File: src/rtl/uart_rx_ctrl.sv
// Sequencer between the bus side and the UART receive path: programs the brg
// divisor (high then low byte) and moves received bytes into a small FIFO.
module uart_rx_ctrl #(
  parameter int          DEPTH       = 4,
  parameter logic [15:0] DEFAULT_DIV = 16'h028B,
  localparam int         CW          = $clog2(DEPTH + 1),
  localparam int         AW          = $clog2(DEPTH)
) (
  input  logic          clk,
  input  logic          rst,
  input  logic          i_cfg_req,
  input  logic [15:0]   i_cfg_div,
  output logic          o_cfg_busy,
  output logic [1:0]    o_ioaddr_brg,
  output logic [7:0]    o_brg_bus,
  input  logic          i_rda,
  input  logic [7:0]    i_rx_data,
  output logic          o_iocs,
  output logic          o_iorw,
  input  logic          i_pop,
  output logic [7:0]    o_data,
  output logic          o_valid,
  output logic [CW-1:0] o_count,
  output logic          o_overflow,
  input  logic          i_clr_ovf
);

  typedef enum logic [2:0] {CFG_HI, CFG_LO, IDLE, READ, GAP} state_e;

  state_e          state_q, state_d;
  logic [15:0]     div_q, div_d, pdiv_q, pdiv_d;
  logic            pend_q, pend_d;
  logic [1:0]      addr_q, addr_d;
  logic [7:0]      bus_q, bus_d;
  logic            rd_q, rd_d;
  logic            busy_q, busy_d;
  logic [7:0]      mem_q [DEPTH];
  logic [7:0]      mem_d [DEPTH];
  logic [AW-1:0]   wptr_q, wptr_d, rptr_q, rptr_d;
  logic [CW-1:0]   cnt_q, cnt_d;
  logic            ovf_q, ovf_d;
  logic            push, pop, wr, full;

  // Sequencer: next state plus registered bus outputs decoded from the current state.
  always_comb begin
    state_d = state_q;
    div_d   = div_q;
    pdiv_d  = pdiv_q;
    pend_d  = pend_q;
    case (state_q)
      CFG_HI: state_d = CFG_LO;
      CFG_LO, IDLE: begin
        if (pend_q) begin
          state_d = CFG_HI;
          div_d   = pdiv_q;
          pend_d  = 1'b0;
        end else if (state_q == CFG_LO) begin
          state_d = IDLE;
        end else if (i_rda) begin
          state_d = READ;
        end
      end
      READ:    state_d = GAP;
      GAP:     state_d = IDLE;
      default: state_d = IDLE;
    endcase
    // A request arriving while the previous one is consumed still leaves pend set.
    if (i_cfg_req) begin
      pend_d = 1'b1;
      pdiv_d = i_cfg_div;
    end

    addr_d = 2'b00;
    bus_d  = 8'hFF;
    rd_d   = 1'b0;
    case (state_q)
      CFG_HI: begin addr_d = 2'b11; bus_d = div_q[15:8]; end
      CFG_LO: begin addr_d = 2'b10; bus_d = div_q[7:0];  end
      READ:   rd_d = 1'b1;
      default: ;
    endcase
    busy_d = (state_q == CFG_HI) || (state_q == CFG_LO) || pend_q;
  end

  // FIFO: a full FIFO still accepts a push when a pop frees the head that cycle.
  always_comb begin
    push   = (state_q == READ);
    full   = (cnt_q == CW'(DEPTH));
    pop    = i_pop && (cnt_q != '0);
    wr     = push && (!full || pop);
    mem_d  = mem_q;
    wptr_d = wptr_q;
    rptr_d = rptr_q;
    cnt_d  = cnt_q;
    ovf_d  = ovf_q;
    if (wr) begin
      mem_d[wptr_q] = i_rx_data;
      wptr_d        = wptr_q + AW'(1);
    end
    if (pop) rptr_d = rptr_q + AW'(1);
    case ({wr, pop})
      2'b10:   cnt_d = cnt_q + CW'(1);
      2'b01:   cnt_d = cnt_q - CW'(1);
      default: ;
    endcase
    if (i_clr_ovf) ovf_d = 1'b0;
    if (push && full && !pop) ovf_d = 1'b1;
  end

  always_ff @(posedge clk or posedge rst) begin
    if (rst) begin
      state_q <= CFG_HI;
      div_q   <= DEFAULT_DIV;
      pdiv_q  <= DEFAULT_DIV;
      pend_q  <= 1'b0;
      addr_q  <= 2'b00;
      bus_q   <= 8'hFF;
      rd_q    <= 1'b0;
      busy_q  <= 1'b1;
      mem_q   <= '{default: '0};
      wptr_q  <= '0;
      rptr_q  <= '0;
      cnt_q   <= '0;
      ovf_q   <= 1'b0;
    end else begin
      state_q <= state_d;
      div_q   <= div_d;
      pdiv_q  <= pdiv_d;
      pend_q  <= pend_d;
      addr_q  <= addr_d;
      bus_q   <= bus_d;
      rd_q    <= rd_d;
      busy_q  <= busy_d;
      mem_q   <= mem_d;
      wptr_q  <= wptr_d;
      rptr_q  <= rptr_d;
      cnt_q   <= cnt_d;
      ovf_q   <= ovf_d;
    end
  end

  assign o_ioaddr_brg = addr_q;
  assign o_brg_bus    = bus_q;
  assign o_iocs       = rd_q;
  assign o_iorw       = rd_q;
  assign o_cfg_busy   = busy_q;
  assign o_data       = mem_q[rptr_q];
  assign o_valid      = (cnt_q != '0);
  assign o_count      = cnt_q;
  assign o_overflow   = ovf_q;

endmodule
File: config.mk
export PLATFORM = sky130hd
export DESIGN_NAME = uart_rx_ctrl
export DESIGN_NICKNAME = d
export VERILOG_FILES = /design/src/rtl/uart_rx_ctrl.sv
export SDC_FILE = /design/constraint.sdc
export NUM_CORES = 1
export LEC_CHECK = 0
export CAP_MARGIN = 15
export CELL_PAD_IN_SITES_DETAIL_PLACEMENT = 1
export CELL_PAD_IN_SITES_GLOBAL_PLACEMENT = 2
export CORE_MARGIN = 2
export CORE_UTILIZATION = 34
export DETAILED_ROUTE_END_ITERATION = 6
export PLACE_DENSITY = 0.74
export SLEW_MARGIN = 10
export SYNTH_ARGS = -nofsm -noshare
export SYNTH_HDL_FRONTEND = slang
export SYNTH_SLANG_ARGS = --single-unit
File: constraint.sdc
create_clock -name clk -period 2.95 [get_ports clk]
set_clock_uncertainty 0.2 [all_clocks]
set_input_delay 0.59 -clock clk [delete_from_list [all_inputs] [get_ports clk]]
set_output_delay 0.59 -clock clk [all_outputs]
set_load 0.02 [all_outputs]
==> results.md <==
Layout:
- The count of fill cells added during filler insertion is between 1000 and 1500.
- In the layout the commonest cells are sky130_fd_sc_hd__dfrtp_1, sky130_fd_sc_hd__mux2_2, sky130_fd_sc_hd__clkdlybuf4s50_1, sky130_fd_sc_hd__dfstp_2, sky130_fd_sc_hd__clkbuf_8.
- The most common cell after layout, fill and taps aside is sky130_fd_sc_hd__dfrtp_1.
- The antenna diode count is 0.
- The number of nets in the layout is ~340.
- The area growth from synthesis to layout is 26.8%.
- In the final layout, the share of cells above drive strength 1 is 0.405.

Setup path:
- The critical path crosses 2 cells after its start point.
- The reg-to-reg startpoint is o_count[0]$_DFFE_PP0P_.
- Setup slack on the worst reg-to-reg path comes out at between 0.4 and 0.5 ns.
- The kind of cell with the highest combined delay along the critical path is flip-flops.
- STA classifies the critical path endpoint as an output port.
- Following the worst setup path forward leads to its endpoint at o_data[3].
- The element type at the critical path start is a flop.
- Counting both buffers and inverters, the worst setup path holds a total of 1.
- Among all stages on the critical path, the largest delay is contributed by sky130_fd_sc_hd__dfrtp_1.
- The data arrival at the endpoint of the critical path is a little under 2 ns.
- In this run the worst setup path begins at rptr_q[1]$_DFFE_PP0P_.
- Traced cell by cell, the critical path runs through mux4_2 > clkdlybuf4s50_1.
- In this run the worst path has a maximum fanout of 9.
- The critical path start-end classification is reg2out.
- Counting cells, the worst reg-to-reg path comes to 9.
- The peak per-stage delay on the critical path is between 0.6 and 0.7 ns.
- The endpoint identified for the worst register-to-register timing path is o_count[2]$_DFFE_PP0P_.
- The required time of the critical path is 2.16 ns.

GRT:
- The number of antenna violations at the first check in global routing is 0.
- The first global-routing pass estimated 11.5 mm of wire.
- After global routing the overflow that remains totals 0.
- The number of global-route vias before repair is 2337.
- Entering global routing, the biggest net connects 89 pins.
- In the global route stage, overall resource usage came out at 0.130.

Yosys:
- The biggest area contributor in the post-synthesis netlist is sky130_fd_sc_hd__dfrtp_1.
- Averaged over all synthesized cells, the footprint is about 16 sq um.
- After synthesis the netlist holds a flip-flop and latch count of 88.
- The number of synthesis warnings is 0.
- The share of the synthesized area in the top cell type is 0.468.
- Sorting the synthesized cells by area gives the leading types as sky130_fd_sc_hd__dfrtp_1, sky130_fd_sc_hd__mux2_2, sky130_fd_sc_hd__dfstp_2, sky130_fd_sc_hd__mux4_2, sky130_fd_sc_hd__mux2i_1.
- The post-synthesis sequential area ratio is 0.603.
- In the synthesized netlist, the number of instances is between 200 and 250.
- The post-synth design cell area is roughly 3700 sq um.
- After synthesis, the netlist uses 33 different library cells.
- The post-synth net total is between 200 and 300.

Timing:
- The number of hold violations in the final report is 0.
- In the finished design, the share of the clock period the worst path needs comes to 0.930.
- The smallest clock period supported by the final layout is computed as around 2.7 ns.
- The maximum clock rate is 0.364 GHz.
- The relative slew slack is 0.470.
- At the pin with the least slew margin, the transition time is about 0.79 ns.
- The total of endpoints with negative setup slack in the final report is 0.
- The number of max-slew violations in the final report is 0.
- Setup repair after global routing left no endpoint under its margin.
- The total negative slack for setup checks is 0 ns.
- The final worst-path setup slack is between 0.2 and 0.25 ns.

Clock network:
- The TritonCTS clock tree is done.
- The count of cells resized by post-cts repair is 0.
- Counting the buffers created by CTS gives 9.
- Hold repair after CTS inserted 0 buffers.
- The clock net sink count is 88.
- The clock passes through at most 2 buffers.
- Post-CTS timing repair inserted 0 buffers for setup.
- Clock-pin slew was measured on the worst setup and hold paths at around 0.090 ns.
- The clock latency reported for the late side of the worst-skew pair is between 0.3 and 0.4 ns.
- In this run the clock root is driven by a sky130_fd_sc_hd__clkbuf_8.
- In this run the number of H-tree levels came out at 3.

Pwr:
- The part of the total power dissipated in sequential elements is 0.405.
- The internal power is roughly 3400 uW.
- Across the VDD grid, the largest voltage drop is 0.425 mV.
- Summed over all cells, the static leakage comes to 0.00198 uW.
- Of the total power, the share spent switching nets is 0.318.
- The clock network fraction of design power is 0.187.
- Power spread over the standard cell area amounts to 1070 nW/um^2.
- The fraction of power consumed by combinational cells is 0.408.
- The switching power total is roughly 1600 uW.

Route:
- The remaining antenna violation count after routing is 0.
- The final layout contains routed wiring with a total length of ~6.9 mm.
- Summing over every cut layer, the via total after detailed routing is roughly 2100.
- For this run, the detailed router's first-pass iteration total came to 4.
- After detailed routing, the number of remaining DRC violations is 0.
- After the first detailed-routing iteration, the DRC count stood at 49.
- Dividing the detail-routed via count by the number of cells gives ~4.7.
- After detailed routing, the average wire length per cell comes to about 16 microns.

Place:
- OpenSTA, run right after detailed placement, puts the worst setup slack at -0.0903 ns.
- Routability-driven placement finished with a final weighted congestion of approximately 0.65.
- The half-perimeter wire length after detailed placement is about 4.6 mm.
- In this run the tool buffered the top-level ports with 55 buffer cells.

Min path:
- The path class of the lowest-slack min-delay path is reg2reg.

Floorplanning:
- The effective utilization at floorplan is 0.345.
- The boundary pin count is 56.
- The standard cell core area is around 11000 sq um.
- The standard-cell row count is 38.
- The die is between 100 and 150 microns tall.
- In this run the horizontal extent of the chip is between 100 and 150 microns.
- The die footprint is 11700 sq um.

Status:
- The flow ran to the end, and the final reports show no timing, DRC or antenna violations.

Flow run:
- The number of violations of the max-capacitance limit is 0.
[per-layer routing]
layer	GRT usage	routed length (microns)	vias to the layer above	share of wire
li1	-	-	948	-
met1	0.159	2910	1107	0.42
met2	0.225	3600	39	0.52
met3	0.0338	296	9	0.043
met4	0.0440	95	0	0.014
met5	0	0	-	0
[layout make-up]
| cell class | instances | area [sq um] | area share |
|---|---|---|---|
| inverter | 8 | 33.8 | 0.00722 |
| multi-input combinational | 127 | 1370 | 0.293 |
| timing repair buffer | 65 | 638 | 0.136 |
| sequential | 88 | 2230 | 0.476 |
| clock buffer | 12 | 155 | 0.0332 |
| clock inverter | 4 | 76.3 | 0.0163 |
| tap | 140 | 175 | 0.0375 |
[state kept, by name, summed over array words and instances (netlist names)]
signal / cells
state_q: 3
o_brg_bus: 8
pdiv_q: 16
o_count: 3
mem_q: 32
o_ioaddr_brg: 2
div_q: 16
wptr_q: 2
pend_q: 1
o_iocs: 1
o_overflow: 1
o_cfg_busy: 1
rptr_q: 2
[logic make-up after synthesis]
| logic type | after synthesis | synth area share |
|---|---|---|
| muxes | 81 | 0.269 |
| AOI/OAI and AO/OA | 6 | 0.0115 |
| xor gates and xnor gates | 7 | 0.0166 |
| buffers and inverters | 19 | 0.0248 |
| DFF | 88 | 0.603 |
| and+or+nand+nor | 27 | 0.0529 |
| adders and majority gates | 6 | 0.0224 |
[power groups by stage]
| stage | combinational [uW] | sequential [uW] | clock (uW) |
|---|---|---|---|
| after floorplan | 1330 | 2080 | 0 |
| after global placement | 2040 | 2050 | 0 |
| after detailed placement | 2090 | 2070 | 0 |
| after CTS | 2100 | 2050 | 980 |
| after global routing | 2240 | 2110 | 1020 |
| final | 2050 | 2030 | 940 |
[stage by stage]
stage	cells	power (uW)	utilization	area, sq um	hold slack [ns]
6_report	444	5030	0.437	4680	0.303
5_1_grt	444	5370	0.437	4680	0.325
4_1_cts	444	5120	0.437	4680	0.310
3_5_place_dp	428	4160	0.416	4450	0.290
3_3_place_gp	428	4090	0.416	4450	0.283
2_1_floorplan	234	3410	-	3690	0.262
[synth_stat cells, drive strengths merged]
cell    count
o21bai      1
inv         8
nor3        1
or3         1
a211oi      1
nor2        2
mux2       64
nand2      10
mux4        8
buf        10
xor2        3
and3b       2
mux2i       9
o31a        1
o21ai       2
or4b        1
nand2b      2
nand3       5
xnor2       4
ha          5
o32ai       1
dfstp      19
nor3b       1
or2         1
fa          1
dfrtp      69
clkbuf      1
and2        1
[worst min-delay path by stage]
stage,slack [ns],cells past startpoint,startpoint,to
floorplan,0.26,2,div_q[8]$_DFFE_PP0P_,o_brg_bus[0]$_DFF_PP1_
global placement,0.28,1,mem_q[18]$_DFFE_PP0P_,mem_q[18]$_DFFE_PP0P_
detailed placement,0.29,1,mem_q[10]$_DFFE_PP0P_,mem_q[10]$_DFFE_PP0P_
CTS,0.31,1,mem_q[11]$_DFFE_PP0P_,mem_q[11]$_DFFE_PP0P_
global route,0.32,1,mem_q[10]$_DFFE_PP0P_,mem_q[10]$_DFFE_PP0P_
finish,0.30,2,div_q[13]$_DFFE_PP0P_,o_brg_bus[5]$_DFF_PP1_
[worst register-to-register path: stages (launching register included)]
cell	delay (ns)
sky130_fd_sc_hd__dfrtp_1	0.45
sky130_fd_sc_hd__or4b_1	0.57
sky130_fd_sc_hd__and2_1	0.19
sky130_fd_sc_hd__inv_1	0.06
sky130_fd_sc_hd__ha_1	0.15
sky130_fd_sc_hd__inv_1	0.05
sky130_fd_sc_hd__fa_1	0.37
sky130_fd_sc_hd__xor2_1	0.15
sky130_fd_sc_hd__nor2_1	0.12
sky130_fd_sc_hd__xor2_1	0.16
(Power assumes the default switching activity.)
